===== src/rtl/uart_pkg.sv =====
// Shared types and legal-range constants for the configurable UART transmitter.
// The PARITY state only exists when UART_TX_PARITY_EN is defined.
package uart_pkg;

  localparam int unsigned DATA_W_MIN = 5;
  localparam int unsigned DATA_W_MAX = 9;
  localparam int unsigned OVS_MIN    = 4;
  localparam int unsigned OVS_MAX    = 32;

  typedef enum logic [2:0] {
    IDLE,
    START,
    DATA,
`ifdef UART_TX_PARITY_EN
    PARITY,
`endif
    STOP
  } tx_state_e;

  function automatic bit cfg_legal(input int unsigned data_w, input int unsigned ovs);
    return (data_w >= DATA_W_MIN) && (data_w <= DATA_W_MAX) &&
           (ovs >= OVS_MIN) && (ovs <= OVS_MAX);
  endfunction

endpackage


===== src/rtl/uart_tx_cfg_if.sv =====
// Request/status bundle between a frame source and the UART transmitter.
interface uart_tx_cfg_if #(
  parameter int unsigned DATA_W = 8,
  parameter int unsigned DVSR_W = 11
);

  logic              tx_start;
  logic [DVSR_W-1:0] dvsr;
  logic [DATA_W-1:0] d_in;
  logic              stop2;
  logic              parity_en;
  logic              parity_odd;
  logic              tx_ready;
  logic              tx_done;
  logic              tx_out;

  modport master (
    output tx_start, dvsr, d_in, stop2, parity_en, parity_odd,
    input  tx_ready, tx_done, tx_out
  );

  modport slave (
    input  tx_start, dvsr, d_in, stop2, parity_en, parity_odd,
    output tx_ready, tx_done, tx_out
  );

endinterface


===== src/rtl/uart_baud_gen.sv =====
// Baud tick generator: one tick every dvsr+1 clocks, restartable by clear.
module uart_baud_gen #(
  parameter int unsigned DVSR_W = 11
) (
  input  logic              clk,
  input  logic              rst,
  input  logic              clear,
  input  logic [DVSR_W-1:0] dvsr,
  output logic              tick_c
);

  logic [DVSR_W-1:0] cnt_q;

  assign tick_c = (cnt_q == dvsr);

  always_ff @(posedge clk) begin
    if (rst || clear) begin
      cnt_q <= '0;
    end else if (tick_c) begin
      cnt_q <= '0;
    end else begin
      cnt_q <= cnt_q + DVSR_W'(1);
    end
  end

endmodule


===== src/rtl/uart_tx_cfg.sv =====
// Configurable UART transmitter: frame FSM, oversample/bit counters, shift register.
// Parity bit support is compiled in only when UART_TX_PARITY_EN is defined.
module uart_tx_cfg
  import uart_pkg::*;
#(
  parameter int unsigned DATA_W = 8,
  parameter int unsigned DVSR_W = 11,
  parameter int unsigned OVS    = 16
) (
  input  logic           clk,
  input  logic           rst,
  uart_tx_cfg_if.slave   bus
);

  localparam int unsigned S_W = $clog2(OVS);
  localparam int unsigned N_W = $clog2(DATA_W);

  if (!cfg_legal(DATA_W, OVS)) begin : g_bad_cfg
    $error("uart_tx_cfg: DATA_W or OVS outside legal range");
  end

  tx_state_e         state_q, state_d;
  logic [S_W-1:0]    s_cnt_q, s_cnt_d;
  logic [N_W-1:0]    n_cnt_q, n_cnt_d;
  logic [DATA_W-1:0] shreg_q, shreg_d;
  logic [DVSR_W-1:0] dvsr_q, dvsr_d;
  logic              stop2_q, stop2_d;
  logic              tx_out_q, tx_out_d;
  logic              tx_done_q, tx_done_d;
  logic              tx_ready_q, tx_ready_d;
  logic              tick_c, baud_clr_c, bit_end_c;
`ifdef UART_TX_PARITY_EN
  logic              par_en_q, par_en_d;
  logic              par_bit_q, par_bit_d;
`else
  logic              unused_parity;
  assign unused_parity = bus.parity_en ^ bus.parity_odd;
`endif

  uart_baud_gen #(.DVSR_W(DVSR_W)) u_baud (
    .clk    (clk),
    .rst    (rst),
    .clear  (baud_clr_c),
    .dvsr   (dvsr_q),
    .tick_c (tick_c)
  );

  assign bit_end_c = tick_c && (s_cnt_q == S_W'(OVS - 1));

  // Next-state and next-output logic; tx_out is precomputed so it lines up with state
  always_comb begin
    state_d    = state_q;
    s_cnt_d    = s_cnt_q;
    n_cnt_d    = n_cnt_q;
    shreg_d    = shreg_q;
    dvsr_d     = dvsr_q;
    stop2_d    = stop2_q;
    tx_out_d   = tx_out_q;
    tx_done_d  = 1'b0;
    baud_clr_c = 1'b0;
`ifdef UART_TX_PARITY_EN
    par_en_d   = par_en_q;
    par_bit_d  = par_bit_q;
`endif

    if ((state_q != IDLE) && tick_c) begin
      s_cnt_d = bit_end_c ? '0 : s_cnt_q + S_W'(1);
    end

    case (state_q)
      IDLE: begin
        tx_out_d = 1'b1;
        if (bus.tx_start) begin
          shreg_d    = bus.d_in;
          dvsr_d     = bus.dvsr;
          stop2_d    = bus.stop2;
`ifdef UART_TX_PARITY_EN
          par_en_d   = bus.parity_en;
          par_bit_d  = (^bus.d_in) ^ bus.parity_odd;
`endif
          s_cnt_d    = '0;
          n_cnt_d    = '0;
          baud_clr_c = 1'b1;
          tx_out_d   = 1'b0;
          state_d    = START;
        end
      end
      START: begin
        if (bit_end_c) begin
          state_d  = DATA;
          tx_out_d = shreg_q[0];
        end
      end
      DATA: begin
        if (bit_end_c) begin
          shreg_d = shreg_q >> 1;
          if (n_cnt_q == N_W'(DATA_W - 1)) begin
            n_cnt_d = '0;
`ifdef UART_TX_PARITY_EN
            if (par_en_q) begin
              state_d  = PARITY;
              tx_out_d = par_bit_q;
            end else
`endif
            begin
              state_d  = STOP;
              tx_out_d = 1'b1;
            end
          end else begin
            n_cnt_d  = n_cnt_q + N_W'(1);
            tx_out_d = shreg_q[1];
          end
        end
      end
`ifdef UART_TX_PARITY_EN
      PARITY: begin
        if (bit_end_c) begin
          state_d  = STOP;
          tx_out_d = 1'b1;
        end
      end
`endif
      STOP: begin
        // n_cnt counts completed stop bits when two are requested
        if (bit_end_c) begin
          if (stop2_q && (n_cnt_q == '0)) begin
            n_cnt_d = N_W'(1);
          end else begin
            n_cnt_d   = '0;
            state_d   = IDLE;
            tx_done_d = 1'b1;
            tx_out_d  = 1'b1;
          end
        end
      end
      default: state_d = IDLE;
    endcase

    tx_ready_d = (state_d == IDLE);
  end

  always_ff @(posedge clk) begin
    if (rst) begin
      state_q    <= IDLE;
      s_cnt_q    <= '0;
      n_cnt_q    <= '0;
      shreg_q    <= '0;
      dvsr_q     <= '0;
      stop2_q    <= 1'b0;
      tx_out_q   <= 1'b1;
      tx_done_q  <= 1'b0;
      tx_ready_q <= 1'b1;
`ifdef UART_TX_PARITY_EN
      par_en_q   <= 1'b0;
      par_bit_q  <= 1'b0;
`endif
    end else begin
      state_q    <= state_d;
      s_cnt_q    <= s_cnt_d;
      n_cnt_q    <= n_cnt_d;
      shreg_q    <= shreg_d;
      dvsr_q     <= dvsr_d;
      stop2_q    <= stop2_d;
      tx_out_q   <= tx_out_d;
      tx_done_q  <= tx_done_d;
      tx_ready_q <= tx_ready_d;
`ifdef UART_TX_PARITY_EN
      par_en_q   <= par_en_d;
      par_bit_q  <= par_bit_d;
`endif
    end
  end

  assign bus.tx_out   = tx_out_q;
  assign bus.tx_done  = tx_done_q;
  assign bus.tx_ready = tx_ready_q;

endmodule


===== src/flat_wrapper.sv =====
// flat-port wrapper written by rule: the top's interface ports become plain ports
module uart_tx_cfg_flat import uart_pkg::*;
#(
  parameter int unsigned DATA_W = 8,
  parameter int unsigned DVSR_W = 11,
  parameter int unsigned OVS    = 16
)
  (clk, rst, bus_tx_start, bus_dvsr, bus_d_in, bus_stop2, bus_parity_en, bus_parity_odd, bus_tx_ready, bus_tx_done, bus_tx_out);
  uart_tx_cfg_if #(.DATA_W(DATA_W), .DVSR_W(DVSR_W)) bus_i ();
  input  logic clk;
  input  logic rst;
  input wire logic [$bits(bus_i.tx_start)-1:0] bus_tx_start;
  input wire logic [$bits(bus_i.dvsr)-1:0] bus_dvsr;
  input wire logic [$bits(bus_i.d_in)-1:0] bus_d_in;
  input wire logic [$bits(bus_i.stop2)-1:0] bus_stop2;
  input wire logic [$bits(bus_i.parity_en)-1:0] bus_parity_en;
  input wire logic [$bits(bus_i.parity_odd)-1:0] bus_parity_odd;
  output wire logic [$bits(bus_i.tx_ready)-1:0] bus_tx_ready;
  output wire logic [$bits(bus_i.tx_done)-1:0] bus_tx_done;
  output wire logic [$bits(bus_i.tx_out)-1:0] bus_tx_out;
  assign bus_i.tx_start = bus_tx_start;
  assign bus_i.dvsr = bus_dvsr;
  assign bus_i.d_in = bus_d_in;
  assign bus_i.stop2 = bus_stop2;
  assign bus_i.parity_en = bus_parity_en;
  assign bus_i.parity_odd = bus_parity_odd;
  assign bus_tx_ready = bus_i.tx_ready;
  assign bus_tx_done = bus_i.tx_done;
  assign bus_tx_out = bus_i.tx_out;
  uart_tx_cfg #(.DATA_W(DATA_W), .DVSR_W(DVSR_W), .OVS(OVS)) u_core (.clk(clk), .rst(rst), .bus(bus_i));
endmodule

===== config.mk =====
export PLATFORM = sky130hd
export DESIGN_NAME = uart_tx_cfg_flat
export DESIGN_NICKNAME = d
export VERILOG_FILES = /design/src/rtl/uart_pkg.sv /design/src/rtl/uart_tx_cfg_if.sv /design/src/rtl/uart_baud_gen.sv /design/src/rtl/uart_tx_cfg.sv /design/src/flat_wrapper.sv
export SDC_FILE = /design/constraint.sdc
export NUM_CORES = 1
export LEC_CHECK = 0
export ABC_AREA = 1
export CAP_MARGIN = 20
export CORE_MARGIN = 5
export CORE_UTILIZATION = 49
export CTS_BUF_LIST = sky130_fd_sc_hd__clkbuf_8
export DETAILED_ROUTE_END_ITERATION = 8
export PLACE_DENSITY = 0.78
export SLEW_MARGIN = 20
export SYNTH_ARGS = -nofsm -noshare
export SYNTH_HDL_FRONTEND = slang
export SYNTH_SLANG_ARGS = --single-unit

===== constraint.sdc =====
create_clock -name clk -period 2.6 [get_ports clk]
set_clock_uncertainty 0.15 [all_clocks]
set_input_delay 0.78 -clock clk [delete_from_list [all_inputs] [get_ports clk]]
set_output_delay 0.78 -clock clk [all_outputs]
set_load 0.01 [all_outputs]

# Yosys cells after proc, flatten, opt, wreduce, memory -nomap -nowiden
# Index checks and enable logic that the tools add are counted.
[op_classes]
addsub = 3
n_eq_ne = 11
n_mux = 30
bitwise_logic = 2
n_reduce_logical = 17
[ops]
columns = ["cell", "n"]
rows = [
  ["3-bit two-way mux", 10],
  ["4-bit two-way mux", 4],
  ["8-bit two-way mux", 2],
  ["8-bit one-hot mux with 2 select lines", 1],
  ["3-bit one-hot mux with 4 select lines", 1],
  ["11-bit by 1-bit adder with 11-bit output, second input constant", 1],
  ["11-bit equality test", 1],
  ["1-bit two-way mux", 10],
  ["3-bit logical NOT", 3],
  ["3-bit one-hot mux with 3 select lines", 1],
  ["3-bit by 2-bit equality test with 1-bit output, second input constant", 2],
  ["2-bit by 1-bit != test with 1-bit output, second input constant", 3],
  ["3-bit nonzero test", 2],
  ["5-bit AND reduction", 1],
  ["4-bit by 1-bit adder with 4-bit output, second input constant", 1],
  ["4-bit equality test, second input constant", 1],
  ["2-bit != test, second input constant", 2],
  ["1-bit one-hot mux with 4 select lines", 1],
  ["4-bit AND reduction", 1],
  ["4-bit nonzero test", 1],
  ["3-bit by 1-bit adder with 3-bit output, second input constant", 1],
  ["3-bit by 1-bit equality test with 1-bit output, second input constant", 1],
  ["3-bit equality test, second input constant", 1],
  ["1-bit logical AND", 3],
  ["7 further kinds", 8],
]
[totals]
regBits = 44
input_bits = 25
out_inout_bits = 3
wordCells = 73

# Depth between registers and ports, before layout
# Gate-level depths: netlist of the first run.
[depth]
word_depth = 6
mapped_depth = 13
depth_no_buf = 13

# Hierarchy
# Synthesis of the first run repeated with hierarchy kept, for this count alone.
[hier_totals]
hier_cells = 332
hier_area_um2 = 2303.5
[by_module_without_submodules]
columns = ["mod", "instances", "cells_each", "area_per_inst_um2", "seq_area_each_um2"]
rows = [
  ["uart_tx_cfg", 1, 234, 1597.8, 660.6],
  ["uart_baud_gen", 1, 98, 705.7, 220.2],
]

# Worst setup path before layout of the first run
# No wires, ideal clock.
[synth_path]
kind = "input port to flip-flop"
start = "input rst"
end = "register u_core.u_baud.cnt_q[9]"
setup_time_ns = 0.117
t_arrival_ns = 1.689
required_time_ns = 2.333
path_slack_ns = 0.644
stages = 8
n_path_buf = 2
cell_sequence = "clkbuf_1 inv_1 nand2_1 clkinv_1 nand2_1 buf_2 o21bai_1 a21oi_1"
[synth_via]
elab_chain_len = 2
[synth_rtl]
columns = ["item", "line", "rtl"]
rows = [
  ["start, declared", "flat_wrapper.sv:11", "input logic rst;"],
  ["1-bit logical OR", "uart_baud_gen.sv:17", "if (rst || clear) begin"],
  ["2-bit OR reduction (no line)", "--", ""],
  ["end signal, assigned", "uart_baud_gen.sv:22", "cnt_q <= cnt_q + DVSR_W'(1);"],
  ["end, declared", "uart_baud_gen.sv:12", "logic [DVSR_W-1:0] cnt_q;"],
]
# Every way passes these cells.
# A chain may end at the register's enable or synchronous reset.

# Worst setup path after layout of the first run
[layout_path]
start = "register u_core.tx_out_q (netlist: u_core.bus.tx_out)"
end = "output bus_tx_out"
[layout_lines]
columns = ["item", "line", "rtl"]
rows = [
  ["start, declared", "uart_tx_cfg.sv:28", "logic tx_out_q, tx_out_d;"],
  ["start signal, assigned", "uart_tx_cfg.sv:164", "tx_out_q <= tx_out_d;"],
  ["end, declared", "flat_wrapper.sv:20", "output wire logic [$bits(bus_i.tx_out)-1:0] bus_tx_out;"],
]
# No word-level cell between the ends.

==> impl_metrics.env, run 1 <==
export IMPL_cts_sinks=44
export IMPL_cp_max_fo=2
export IMPL_rsz0062_at_grt="false"
export IMPL_first_iter_violations=105
export IMPL_antennaDiodeCount=0
export IMPL_maxSlewViolCount=0
export IMPL_via_count=2016
export IMPL_design_power_total_mw=1.66
export IMPL_seq_area_um2=881
export IMPL_syn2layout_area_growth_pct=22.0
export IMPL_postCtsHoldBufs=0
export IMPL_numCtsBuffers=5
export IMPL_outcome="completed"
export IMPL_grt_usage=0.163
export IMPL_nNetsFinal=379
export IMPL_multi_input_area_um2=1080
export IMPL_regToRegEndpoint="u_core.u_baud.cnt_q[10]$_SDFF_PP0_"
export IMPL_hold_start="u_core.bus.tx_out$_SDFFE_PP1P_"
export IMPL_critPathLaunchType="flop"
export IMPL_crit_required_ns=1.67
export IMPL_fin_cells=402
export IMPL_drt_first_pass_iters=4
export IMPL_fmax_ghz=0.478
export IMPL_antenna_found_initial=0
export IMPL_netlist_cell_type_count=30
export IMPL_finalHoldViolCount=0
export IMPL_cts_resized=0
export IMPL_routed_via_density=5.01
export IMPL_portBuffers=25
export IMPL_synth_seq_cells=44
export IMPL_synth_nets=350
export IMPL_hold_depth=2
export IMPL_syn_avg_cell_area_um2=6.82
export IMPL_worstSkewPairLatency_ns=0.30
export IMPL_clk_path_buf_depth=2
export IMPL_period_share=0.804
export IMPL_cp_arrival_ns=1.16
export IMPL_drive_gt1_frac=0.0914
export IMPL_die_x_um=76.7
export IMPL_grt_start_max_net_pins=33
export IMPL_wl_um=4540
export IMPL_final_cell_mix="nand2_1 (79), dfxtp_1 (44), inv_1 (42), nor2_1 (37), clkdlybuf4s50_1 (25)"
export IMPL_clkTransAtPathRegs_ns=0.08
export IMPL_ant_nets=0
export IMPL_coreArea_um2=4320
export IMPL_rrSetupSlack_ns=0.76
export IMPL_crit_reg2reg_launch="u_core.u_baud.cnt_q[0]$_SDFF_PP0_"
export IMPL_slowest_stage="clkdlybuf4s50_1"
export IMPL_setup_tns_ns=0
export IMPL_crit_type="reg -> out"
export IMPL_reg2reg_depth=10
export IMPL_max_vdd_ir_drop_mv=0.382
export IMPL_gp_congestion=0.778
export IMPL_cts_root_buf="clkbuf_8"
export IMPL_dp_hpwl_um=3180
export IMPL_worstSetupEndpointType="output pin"
export IMPL_route_detailed_drc=0
export IMPL_crit_chain="clkdlybuf4s50_1"
export IMPL_die_h_um=76.7
export IMPL_start_util=0.505
export IMPL_ys_warn_count=0
export IMPL_layout_commonest_cell="nand2_1"
export IMPL_min_path_type="reg -> reg"
export IMPL_grt_remaining_overflow=0
export IMPL_placed_cells=394
export IMPL_cts_setup_buffers=0
export IMPL_cp_slowest_stage_delay_ns=0.53
export IMPL_path_buf_inv=1
export IMPL_synthCells=320
export IMPL_fillers=400
export IMPL_finalCriticalPeriod_ns=2.09
export IMPL_p_per_area_nw_per_um2=624
export IMPL_finalSetupViolCount=0
export IMPL_worstHoldEndpoint="u_core.bus.tx_out$_SDFFE_PP1P_"
export IMPL_tritoncts="yes"
export IMPL_path_delay_family="buffers and inverters"
export IMPL_postLayoutCoreUtil=0.616
export IMPL_ys_seq_area_frac=0.404
export IMPL_io_pin_count=28
export IMPL_grt_pass1_vias=1901
export IMPL_die_area_um2=5890
export IMPL_grt_pass1_wl_um=8000
export IMPL_cap_violations=0
export IMPL_synth_area_um2=2180
export IMPL_power_leakage_nw=1.18
export IMPL_rows=24
export IMPL_h_tree_depth=2
export IMPL_wl_per_cell_um=11.3
-- cell families (layout without fill, tap and decap cells) --
kind of cell,after synthesis,count (layout),share of synthesized area
flops,44,44,0.404
compound gates,47,47,0.118
simple gates,159,159,0.326
fa+ha+maj,5,5,0.0287
buf+inv,59,89,0.102
xor+xnor,5,5,0.0201
other cells,1,1,0.00172
-- power breakdown --
group / leakage (nW) / internal, mW / switching (mW)
Sequential: 0.360 / 0.708 / 0.0198
Clock: 0.0784 / 0.480 / 0.241
Combinational: 0.740 / 0.0952 / 0.117
Total: 1.18 / 1.28 / 0.378
-- through the flow --
step	setup slack (ns)	instance area, um^2	hold WS (ns)
finish	0.510	2660	0.313
global placement	0.302	2500	0.294
global route	0.476	2660	0.331
floorplan	0.644	2180	0.291
detailed placement	0.267	2500	0.296
CTS	0.498	2660	0.316
-- metal layers --
metal / global-route usage / wire length, um / up-vias
li1: - / - / 1062
met1: 0.182 / 2020 / 911
met2: 0.292 / 2250 / 35
met3: 0.0445 / 206 / 8
met4: 0.0577 / 66 / 0
met5: 0 / 0 / -
-- layout make-up --
cell class                 count  share of cell area
inverter                      51              0.0719
timing repair buffer          30               0.108
clock buffer                   5              0.0258
sequential                    44               0.331
clock inverter                 3              0.0338
tap                           52              0.0244
multi-input combinational    217               0.405
-- sequential cells by signal, indices dropped and copies added, names as in the netlist --
signal / cells
u_core.bus.tx_ready: 1
u_core.bus.tx_done: 1
u_core.state_q: 3
u_core.dvsr_q: 11
u_core.bus.tx_out: 1
u_core.s_cnt_q: 4
u_core.shreg_q: 8
u_core.stop2_q: 1
u_core.u_baud.cnt_q: 11
u_core.n_cnt_q: 3
-- synth_stat cells --
master,number,area share
buf_2,1,0.0023
xnor2_1,3,0.012
nor2_4,2,0.010
o21bai_1,2,0.0069
ha_1,5,0.029
nand2_2,2,0.0057
xor2_1,2,0.0080
nand2_4,3,0.015
nand3_1,22,0.050
nor3_1,5,0.011
inv_1,42,0.072
dfxtp_1,44,0.40
conb_1,1,0.0017
o221ai_1,1,0.0040
a211oi_1,1,0.0034
a31oi_1,2,0.0057
a21oi_1,22,0.050
nor4_1,1,0.0029
nand2_1,79,0.14
nor2_8,1,0.0092
nor2_1,37,0.064
clkinv_1,1,0.0017
nor3b_1,1,0.0034
clkbuf_1,7,0.012
o31ai_1,2,0.0069
o21ai_0,16,0.037
nor2_2,2,0.0057
a21oi_2,1,0.0040
nand4_1,4,0.011
inv_2,8,0.014
-- worst max-delay path by stage --
stage,startpoint,endpoint,cells past startpoint
CTS,u_core.bus.tx_out$_SDFFE_PP1P_,bus_tx_out,1
global route,u_core.bus.tx_out$_SDFFE_PP1P_,bus_tx_out,1
finish,u_core.bus.tx_out$_SDFFE_PP1P_,bus_tx_out,1
detailed placement,bus_tx_start,u_core.u_baud.cnt_q[10]$_SDFF_PP0_,7
floorplan,rst,u_core.u_baud.cnt_q[9]$_SDFF_PP0_,8
global placement,bus_tx_start,u_core.u_baud.cnt_q[8]$_SDFF_PP0_,7
No activity file was read; power rests on OpenSTA's default activity.
==> run 2: changes to the inputs <==
--- a/config.mk
+++ b/config.mk
@@ -11,7 +11,7 @@
 export CORE_UTILIZATION = 49
 export CTS_BUF_LIST = sky130_fd_sc_hd__clkbuf_8
 export DETAILED_ROUTE_END_ITERATION = 8
-export PLACE_DENSITY = 0.78
+export PLACE_DENSITY = 0.81
 export SLEW_MARGIN = 20
 export SYNTH_ARGS = -nofsm -noshare
 export SYNTH_HDL_FRONTEND = slang
==> constraint.sdc (replaced) <==
create_clock -name clk -period 1.84 [get_ports clk]
set_clock_uncertainty 0.15 [all_clocks]
set_input_delay 0.552 -clock clk [delete_from_list [all_inputs] [get_ports clk]]
set_output_delay 0.552 -clock clk [all_outputs]
set_load 0.01 [all_outputs]
==> impl_metrics.env, run 2 (same netlist as run 1, synthesis figures left out) <==
export IMPL_h_tree_depth=2
export IMPL_tritoncts="yes"
export IMPL_syn2layout_area_growth_pct=29.0
export IMPL_wl_per_cell_um=11.6
export IMPL_holdWs_ns=0.310
export IMPL_grt_pass1_wl_um=8290
export IMPL_power_leakage_nw=1.27
export IMPL_first_iter_violations=104
export IMPL_largestRegisters="u_core.dvsr_q x11, u_core.u_baud.cnt_q x11, u_core.shreg_q x8"
export IMPL_coreArea_um2=4320
export IMPL_portBuffers=25
export IMPL_grt_usage=0.165
export IMPL_via_count=2069
export IMPL_outcome="completed"
export IMPL_worstSetupEndpointType="flop"
export IMPL_clkTransAtPathRegs_ns=0.08
export IMPL_worstSkewPairLatency_ns=0.30
export IMPL_cts_sinks=44
export IMPL_die_x_um=76.7
export IMPL_crit_reg2reg_launch="u_core.u_baud.cnt_q[8]$_SDFF_PP0_"
export IMPL_route_detailed_drc=0
export IMPL_final_cell_mix="nand2_1 (76), inv_1 (41), dfxtp_1 (36), nor2_1 (28)"
export IMPL_dp_slack_ns=-0.207
export IMPL_min_path_type="reg -> reg"
export IMPL_setup_ws_ns=0.0804
export IMPL_antenna_found_initial=0
export IMPL_rows=24
export IMPL_gp_congestion=0.858
export IMPL_cp_arrival_ns=1.80
export IMPL_crit_type="in -> reg"
export IMPL_crit_required_ns=1.88
export IMPL_finalCriticalPeriod_ns=1.76
export IMPL_hold_depth=2
export IMPL_clk_path_buf_depth=2
export IMPL_fmax_ghz=0.568
export IMPL_hold_start="u_core.bus.tx_out$_SDFFE_PP1P_"
export IMPL_nNetsFinal=389
export IMPL_grt_start_max_net_pins=33
export IMPL_drt_first_pass_iters=4
export IMPL_cp_max_fo=8
export IMPL_antennaDiodeCount=0
export IMPL_max_vdd_ir_drop_mv=0.368
export IMPL_period_share=0.956
export IMPL_rsz0062_at_grt="true"
export IMPL_layout_commonest_cell="nand2_1"
export IMPL_grt_remaining_overflow=0
export IMPL_critPathLaunchType="input port"
export IMPL_grt_pass1_vias=2015
export IMPL_die_h_um=76.7
export IMPL_dp_hpwl_um=3320
export IMPL_start_util=0.505
export IMPL_wl_um=4780
export IMPL_io_pin_count=28
export IMPL_die_area_um2=5890
export IMPL_maxSlewViolCount=0
export IMPL_finalSetupViolCount=0
export IMPL_drive_gt1_frac=0.186
export IMPL_postCtsHoldBufs=0
export IMPL_numCtsBuffers=5
export IMPL_ant_nets=0
export IMPL_cp_startpoint="bus_tx_start"
export IMPL_reg2reg_depth=13
export IMPL_routed_via_density=5.02
export IMPL_cap_violations=0
export IMPL_cts_root_buf="clkbuf_8"
export IMPL_postLayoutCoreUtil=0.651
export IMPL_finalHoldViolCount=0
export IMPL_p_per_area_nw_per_um2=770
-- run 2: repair_timing --
action,CTS,global route
pin swaps,0,12
buffers inserted,0,2
endpoints found under the hold margin,0,0
endpoints found under the setup margin,3,24
resized for setup,3,35
-- run 2: per-stage QoR --
step                      TNS, ns  instance area [um^2]  std cells  total power, mW
after floorplan                 0                  2180        320             1.24
after CTS                       0                  2710        411             2.17
after global routing       -0.214                  2820        412             2.27
after global placement      -3.92                  2580        403             1.36
final                           0                  2820        412             2.17
after detailed placement    -4.58                  2580        403             1.36
-- run 2: worst paths after layout --
check / endpoint / slack (ns)
max: u_core.u_baud.cnt_q[9]$_SDFF_PP0_ / 0.08
min reg2reg: u_core.bus.tx_out$_SDFFE_PP1P_ / 0.31
max reg2reg: u_core.n_cnt_q[0]$_SDFFE_PP0P_ / 0.14
min: u_core.bus.tx_out$_SDFFE_PP1P_ / 0.31
-- run 2: metal layers --
layer / track usage / share of wire
met1: 0.188 / 0.44
met2: 0.291 / 0.50
met3: 0.0468 / 0.045
met4: 0.0559 / 0.021
met5: 0 / 0
-- run 2: where the power goes --
group | switching [mW] | leakage (nW) | internal, mW
sequential | 0.0299 | 0.364 | 1.00
clock | 0.331 | 0.0645 | 0.479
combinational | 0.177 | 0.839 | 0.152
-- run 2: worst max-delay path, stage by stage --
cell and delay, ns:
clkdlybuf4s50_1 0.54, nand2_4 0.06, nand2_1 0.08, clkinv_1 0.10
nand2_1 0.25, o21bai_1 0.17, a21oi_1 0.06
-- run 2: final cells by class --
type / instances / area [um^2]
fillers: 376 / 1510
multi-input cells: 217 / 1160
flip-flops and latches: 44 / 898
repair buffers: 40 / 372
inverters: 51 / 196
clock buffers: 7 / 96.3
well taps: 52 / 65.1
clock inverters: 1 / 30.0
